<file path="src/rtl/pc_ctrl.sv">
// Fetch-stage program counter with signed relative branch, call/return through a circular RAS and sticky stack-error flags.
// Optional macro PC_CTRL_BRANCH_CNT_EN enables the saturating taken-redirect counter on Branch_Cnt.
module pc_ctrl #(
  parameter int PC_W      = 9,
  parameter int OFF_W     = 9,
  parameter int RAS_DEPTH = 4,
  parameter int RESET_PC  = 0
) (
  input  logic                           CLK,
  input  logic                           Reset,
  input  logic                           Halt,
  input  logic                           Abs_Jump,
  input  logic [PC_W-1:0]                Target,
  input  logic                           Rel_Branch,
  input  logic [OFF_W-1:0]               Rel_Offset,
  input  logic                           Call,
  input  logic                           Ret,
  output logic [PC_W-1:0]                PC,
  output logic [$clog2(RAS_DEPTH):0]     Ras_Count,
  output logic                           Ras_Overflow,
  output logic                           Ras_Underflow,
  output logic [15:0]                    Branch_Cnt
);

  localparam int PTR_W = $clog2(RAS_DEPTH);
  localparam int CNT_W = PTR_W + 1;
  localparam logic [CNT_W-1:0] FULL = CNT_W'(RAS_DEPTH);

  function automatic logic signed [PC_W-1:0] sext(input logic [OFF_W-1:0] off);
    logic signed [PC_W-1:0] r;
    for (int i = 0; i < PC_W; i++)
      r[i] = (i < OFF_W) ? off[i] : off[OFF_W-1];
    return r;
  endfunction

  function automatic logic [15:0] sat_inc(input logic [15:0] v);
    return (v == 16'hFFFF) ? v : v + 16'd1;
  endfunction

  logic [PC_W-1:0]  pc_q, pc_nxt, pc_inc;
  logic [CNT_W-1:0] cnt_q, cnt_nxt;
  logic [PTR_W-1:0] top_q, top_nxt;
  logic             ovf_q, ovf_nxt, unf_q, unf_nxt, push;
  logic signed [PC_W-1:0] off_ext;
  logic [PC_W-1:0]  ras [RAS_DEPTH];

  assign pc_inc  = pc_q + 1'b1;
  assign off_ext = sext(Rel_Offset);

  // Arbitration: Halt > Ret > Call > Abs_Jump > Rel_Branch > increment
  always_comb begin
    pc_nxt  = pc_inc;
    cnt_nxt = cnt_q;
    top_nxt = top_q;
    ovf_nxt = ovf_q;
    unf_nxt = unf_q;
    push    = 1'b0;
    if (Halt) begin
      pc_nxt = pc_q;
    end else if (Ret) begin
      if (cnt_q != '0) begin
        pc_nxt  = ras[top_q];
        cnt_nxt = cnt_q - 1'b1;
        top_nxt = top_q - 1'b1;
      end else begin
        unf_nxt = 1'b1;
      end
    end else if (Call) begin
      push    = 1'b1;
      pc_nxt  = Target;
      top_nxt = top_q + 1'b1;
      if (cnt_q == FULL) ovf_nxt = 1'b1;
      else               cnt_nxt = cnt_q + 1'b1;
    end else if (Abs_Jump) begin
      pc_nxt = Target;
    end else if (Rel_Branch) begin
      pc_nxt = pc_q + off_ext;
    end
  end

  always_ff @(posedge CLK) begin
    if (!Reset) begin
      pc_q  <= PC_W'(RESET_PC);
      cnt_q <= '0;
      top_q <= '0;
      ovf_q <= 1'b0;
      unf_q <= 1'b0;
    end else begin
      pc_q  <= pc_nxt;
      cnt_q <= cnt_nxt;
      top_q <= top_nxt;
      ovf_q <= ovf_nxt;
      unf_q <= unf_nxt;
    end
  end

  // Stack storage carries no reset; when full, top+1 lands on the oldest entry
  always_ff @(posedge CLK) begin
    if (Reset && push) ras[top_nxt] <= pc_inc;
  end

`ifdef PC_CTRL_BRANCH_CNT_EN
  logic [15:0] bcnt_q;
  logic        taken;

  assign taken = !Halt && ((Ret && cnt_q != '0) || Call || Abs_Jump || Rel_Branch);

  always_ff @(posedge CLK) begin
    if (!Reset)     bcnt_q <= '0;
    else if (taken) bcnt_q <= sat_inc(bcnt_q);
  end

  assign Branch_Cnt = bcnt_q;
`else
  assign Branch_Cnt = '0;
`endif

  assign PC            = pc_q;
  assign Ras_Count     = cnt_q;
  assign Ras_Overflow  = ovf_q;
  assign Ras_Underflow = unf_q;

endmodule

</file>
<file path="config.mk">
export PLATFORM = sky130hd
export DESIGN_NAME = pc_ctrl
export DESIGN_NICKNAME = d
export VERILOG_FILES = /design/src/rtl/pc_ctrl.sv
export SDC_FILE = /design/constraint.sdc
export NUM_CORES = 1
export LEC_CHECK = 0
export ABC_CLOCK_PERIOD_IN_PS = 3200
export CAP_MARGIN = 20
export CELL_PAD_IN_SITES_DETAIL_PLACEMENT = 1
export CELL_PAD_IN_SITES_GLOBAL_PLACEMENT = 2
export CORE_UTILIZATION = 34
export CTS_CLUSTER_DIAMETER = 100
export CTS_CLUSTER_SIZE = 30
export DETAILED_ROUTE_END_ITERATION = 16
export GPL_ROUTABILITY_DRIVEN = 0
export PLACE_DENSITY_LB_ADDON = 0.15
export SETUP_SLACK_MARGIN = 0.02
export SYNTH_ARGS = -nofsm -noshare
export SYNTH_HDL_FRONTEND = slang
export SYNTH_SLANG_ARGS = --single-unit
export TNS_END_PERCENT = 100
</file>
<file path="constraint.sdc">
create_clock -name CLK -period 3.2 [get_ports CLK]
set_clock_uncertainty 0.15 [all_clocks]
set_input_delay 0.8 -clock CLK [delete_from_list [all_inputs] [get_ports CLK]]
set_output_delay 0.8 -clock CLK [all_outputs]
set_load 0.1 [all_outputs]
</file>
==> report_table.html <==
<table>
<tr><th>Metric</th><th>Value</th></tr>
<tr><th colspan="2">Drt</th></tr>
<tr><td>Antenna viol nets, final</td><td>0</td></tr>
<tr><td>Amount of wire on met2 after detailed routing</td><td>between 3000 and 4000 um</td></tr>
<tr><td>Number of DRC violations after detailed-routing iteration 0</td><td>75</td></tr>
<tr><td>DRC violation count after routing</td><td>0</td></tr>
<tr><td>Detailed Route WL</td><td>around 8300 um</td></tr>
<tr><td>Vias per cell</td><td>5.41</td></tr>
<tr><td>Number of detailed-route iterations in the first pass</td><td>4</td></tr>
<tr><td>Post-Route M1 WL</td><td>around 4200 um</td></tr>
<tr><td>Post-detailed-route wirelength per cell</td><td>19.5 um</td></tr>
<tr><td>Routed wire length on met3</td><td>265 um</td></tr>
<tr><td>Total number of vias</td><td>about 2300</td></tr>
<tr><td>Topmost layer with routed signal wires</td><td>met4</td></tr>
<tr><th colspan="2">STA</th></tr>
<tr><td>Transition time at the pin with the least slew margin</td><td>0.545 ns</td></tr>
<tr><td>Worst slew margin</td><td>0.634</td></tr>
<tr><td>Final worst path period need</td><td>~3 ns</td></tr>
<tr><td>Max frequency</td><td>339 MHz</td></tr>
<tr><td>Setup slack of the critical path after layout</td><td>~0.25 ns</td></tr>
<tr><td>Hold violation count in the final report</td><td>0</td></tr>
<tr><td>Crit share post-route</td><td>0.922</td></tr>
<tr><td>Max-slew violation count</td><td>0</td></tr>
<tr><td>Count of endpoints failing setup in the final report</td><td>0</td></tr>
<tr><td>Aggregate negative setup slack</td><td>0 ns</td></tr>
<tr><td>RSZ-0062 raised after global routing</td><td>no</td></tr>
<tr><td>Final Hold Slack</td><td>around 0.36 ns</td></tr>
<tr><th colspan="2">Worst setup path</th></tr>
<tr><td>Largest driver fanout on the critical path</td><td>3</td></tr>
<tr><td>Worst Path Buf+Inv</td><td>2</td></tr>
<tr><td>Worst reg2reg endpoint</td><td>PC[8]</td></tr>
<tr><td>Kind of capture point of the worst setup path</td><td>flop</td></tr>
<tr><td>Register-to-register setup slack</td><td>0.83 ns</td></tr>
<tr><td>CP delay by family, top</td><td>simple AND/OR/NAND/NOR gates</td></tr>
<tr><td>Req. time, crit path</td><td>around 3.3 ns</td></tr>
<tr><td>Worst Path Arrival</td><td>about 3 ns</td></tr>
<tr><td>Crit path max-delay cell type</td><td>sky130_fd_sc_hd__or4_1</td></tr>
<tr><td>Critical path, cell by cell</td><td>clkdlybuf4s50_1 -&gt; ha_1 -&gt; inv_1 -&gt; fa_1 -&gt; nor2b_4 -&gt; o2111ai_1 -&gt; and3_1 -&gt; or4_1 -&gt; o211ai_1</td></tr>
<tr><td>Worst-case reg-to-reg path depth</td><td>7</td></tr>
<tr><td>Instance count on the critical path</td><td>9</td></tr>
<tr><td>Startpoint of the most critical register-to-register path</td><td>PC[2]</td></tr>
<tr><td>Delay contributed by the slowest stage of the critical path</td><td>approximately 0.47 ns</td></tr>
<tr><td>Type of origin of the critical path</td><td>input port</td></tr>
<tr><td>Worst Path Class, Setup</td><td>in2reg</td></tr>
<tr><th colspan="2">Layout</th></tr>
<tr><td>Utilization after layout</td><td>0.431</td></tr>
<tr><td># fillers</td><td>between 900 and 1000</td></tr>
<tr><td>Layout-stage area growth over the synthesis result</td><td>20.6%</td></tr>
<tr><td>Total number of nets in the final design</td><td>~360</td></tr>
<tr><td>Count of inserted antenna diode cells</td><td>0</td></tr>
<tr><td>Post-Layout Inst Area</td><td>roughly 3600 um^2</td></tr>
<tr><td>Fraction of layout instances using a drive strength above 1</td><td>0.165</td></tr>
<tr><td>Final cell count without fillers</td><td>around 430</td></tr>
<tr><th colspan="2">CTS</th></tr>
<tr><td>Count of buffers added by post-CTS timing repair for setup</td><td>0</td></tr>
<tr><td>Longest Clk Path Bufs</td><td>2</td></tr>
<tr><td>Number of buffers added to fix hold violations after cts</td><td>0</td></tr>
<tr><td>Number of levels in the clock H-tree</td><td>2</td></tr>
<tr><td>Clock latency on the worst-skew pair</td><td>just over 0.3 ns</td></tr>
<tr><td>Clock tree root buffer cell</td><td>sky130_fd_sc_hd__clkbuf_8</td></tr>
<tr><td>Clk sink count</td><td>52</td></tr>
<tr><td>Post-CTS Resized</td><td>0</td></tr>
<tr><td>Number of buffers added by the clock tree synthesis step</td><td>5</td></tr>
<tr><td>TritonCTS clock tree</td><td>yes</td></tr>
<tr><td>Clock Pin Slew Worst Setup and Hold Paths</td><td>~0.10 ns</td></tr>
<tr><th colspan="2">Synthesis</th></tr>
<tr><td>Share of the synthesized area in the top cell type</td><td>0.363</td></tr>
<tr><td>Synthesized instance count</td><td>270</td></tr>
<tr><td>Average size of a mapped cell</td><td>roughly 11 um^2</td></tr>
<tr><td>Count of different cell masters after synthesis</td><td>56</td></tr>
<tr><td>Share of synthesized area occupied by flip-flops and latches</td><td>0.470</td></tr>
<tr><td>Async set or reset register ratio after synthesis</td><td>0</td></tr>
<tr><td>Post-synth top flop</td><td>sky130_fd_sc_hd__edfxtp_1</td></tr>
<tr><td>Top cells by area, synth</td><td>sky130_fd_sc_hd__edfxtp_1 (36%), sky130_fd_sc_hd__dfxtp_1 (11%), sky130_fd_sc_hd__mux4_2 (6.8%), sky130_fd_sc_hd__buf_4 (4.0%), sky130_fd_sc_hd__ha_1 (3.8%)</td></tr>
<tr><td>Synthesized flop and latch total</td><td>52</td></tr>
<tr><td>Number of flops mapped to enable cells by yosys</td><td>36</td></tr>
<tr><td>Biggest area consumer among synthesized cells</td><td>sky130_fd_sc_hd__edfxtp_1</td></tr>
<tr><td>Netlist area before placement</td><td>between 2000 and 3000 um^2</td></tr>
<tr><td>Total of warnings raised by yosys</td><td>0</td></tr>
<tr><th colspan="2">Global routing</th></tr>
<tr><td>First-pass GRT wire length</td><td>roughly 13000 um</td></tr>
<tr><td>Antenna violations before repair</td><td>0</td></tr>
<tr><td>Total congestion overflow after global routing</td><td>0</td></tr>
<tr><td>GR Util All Layers</td><td>0.196</td></tr>
<tr><td>Maximum number of pins on one net before global-route repair</td><td>19</td></tr>
<tr><td>Number of global-route vias before repair</td><td>around 2300</td></tr>
<tr><th colspan="2">Flow run</th></tr>
<tr><td>Number of maximum-capacitance violations</td><td>0</td></tr>
<tr><th colspan="2">Die</th></tr>
<tr><td>Area of the die</td><td>about 9100 um^2</td></tr>
<tr><td>Number of cell rows</td><td>33</td></tr>
<tr><td>Overall die height</td><td>95.6 um</td></tr>
<tr><td>CORE AREA</td><td>between 8000 and 9000 um^2</td></tr>
<tr><td>Count of boundary I/O pins</td><td>55</td></tr>
<tr><td>Starting Density</td><td>0.357</td></tr>
<tr><td>Die Span X</td><td>95.6 um</td></tr>
<tr><th colspan="2">Pwr</th></tr>
<tr><td>Power, Total</td><td>1.88 mW</td></tr>
<tr><td>IR Drop Worst-Case VDD</td><td>about 0.21 mV</td></tr>
<tr><td>Pwr dens</td><td>522 nW/um^2</td></tr>
<tr><td>Leakage power</td><td>between 1 and 1.5 nW</td></tr>
<tr><th colspan="2">Run status</th></tr>
<tr><td>Status</td><td>complete, no violations</td></tr>
<tr><th colspan="2">Placed design</th></tr>
<tr><td>Placed insts</td><td>418</td></tr>
<tr><td>Worst setup slack after placement</td><td>-0.0511 ns</td></tr>
<tr><td>Placed wire-length estimate</td><td>6260 um</td></tr>
<tr><td>IO buf count</td><td>38</td></tr>
<tr><td>Area after detailed placement</td><td>3480 um^2</td></tr>
<tr><th colspan="2">Worst hold path</th></tr>
<tr><td>Hold WC Path Type</td><td>reg2reg</td></tr>
<tr><td>Hold Crit Start</td><td>Ras_Overflow</td></tr>
<tr><td>Min-Delay Path Depth</td><td>2</td></tr>
<tr><td>Hold Path End</td><td>Ras_Overflow</td></tr>
</table>
==> tightest hold or removal path, delay by kind of cell, from the launching register on <==
family | cells | cell delay (ns)
compound gates | 1 | 0.05
flops | 1 | 0.35
simple gates | 1 | 0.09
==> synth_stat cells (4+ instances only) <==
cell type / number
sky130_fd_sc_hd__a211oi_1: 4
sky130_fd_sc_hd__a21oi_1: 13
sky130_fd_sc_hd__a221oi_1: 5
sky130_fd_sc_hd__and2_1: 6
sky130_fd_sc_hd__buf_4: 16
sky130_fd_sc_hd__clkbuf_1: 6
sky130_fd_sc_hd__dfxtp_1: 16
sky130_fd_sc_hd__edfxtp_1: 36
sky130_fd_sc_hd__ha_1: 9
sky130_fd_sc_hd__inv_1: 11
sky130_fd_sc_hd__mux4_2: 9
sky130_fd_sc_hd__nand2_1: 16
sky130_fd_sc_hd__nand3_1: 6
sky130_fd_sc_hd__nor2_1: 15
sky130_fd_sc_hd__nor2b_1: 4
sky130_fd_sc_hd__nor3_1: 8
sky130_fd_sc_hd__o21ai_0: 17
sky130_fd_sc_hd__o31a_1: 4
sky130_fd_sc_hd__xnor2_1: 9
sky130_fd_sc_hd__xor2_1: 4
==> worst max-delay path by stage <==
| stage | end | start |
|---|---|---|
| floorplan | PC[8] | PC[0] |
| global placement | PC[8] | Rel_Offset[0] |
| detailed placement | PC[8] | Rel_Offset[0] |
| CTS | PC[8] | Rel_Offset[0] |
| global route | PC[8] | Rel_Offset[0] |
| finish | PC[8] | Rel_Offset[0] |
==> cell usage in the layout (no fill, tap or decap), drive strengths merged, types with 4 or more instances in the layout <==
cell,n
clkbuf,5
nand2,16
nand3,6
edfxtp,36
a211oi,4
o31a,4
inv,13
a221oi,5
conb,16
mux4,9
dfxtp,16
nor2b,5
xor2,4
a21oi,13
nor3,8
xnor2,9
nor2,15
clkdlybuf4s50,24
o21ai,17
ha,9
and2,6
buf,31
==> registers in the layout, indices dropped and copies added, names as in the netlist <==
| signal | flops |
|---|---|
| PC | 9 |
| Ras_Count | 3 |
| Ras_Overflow | 1 |
| Ras_Underflow | 1 |
| ras | 36 |
| top_q | 2 |
==> layout make-up <==
cell class / instances / area [um^2] / share of cell area
sequential: 52 / 1400 / 0.390
timing repair buffer: 55 / 473 / 0.132
clock buffer: 5 / 68.8 / 0.0191
clock inverter: 3 / 50.0 / 0.0139
tap: 105 / 131 / 0.0365
multi-input combinational: 195 / 1430 / 0.398
inverter: 11 / 41.3 / 0.0115
==> layer usage <==
metal / global-route usage / up-vias
li1: - / 1090
met1: 0.283 / 1165
met2: 0.314 / 46
met3: 0.0359 / 5
met4: 0.0261 / 0
met5: 0 / -
==> power breakdown <==
part	internal (mW)	total, mW	switching (mW)
clock network	0.242	0.489	0.247
logic	0.187	0.597	0.410
registers	0.753	0.792	0.0396
total	1.18	1.88	0.697
==> cell families after synthesis <==
group           Yosys count  synth area share
buf+inv                  38            0.0692
flops                    52             0.470
compound gates           73             0.172
xor+xnor                 13            0.0382
other cells               1           0.00126
simple gates             71             0.124
fa+ha+maj                11            0.0512
mux                      11            0.0747
Power figures use the tool's default switching activity.
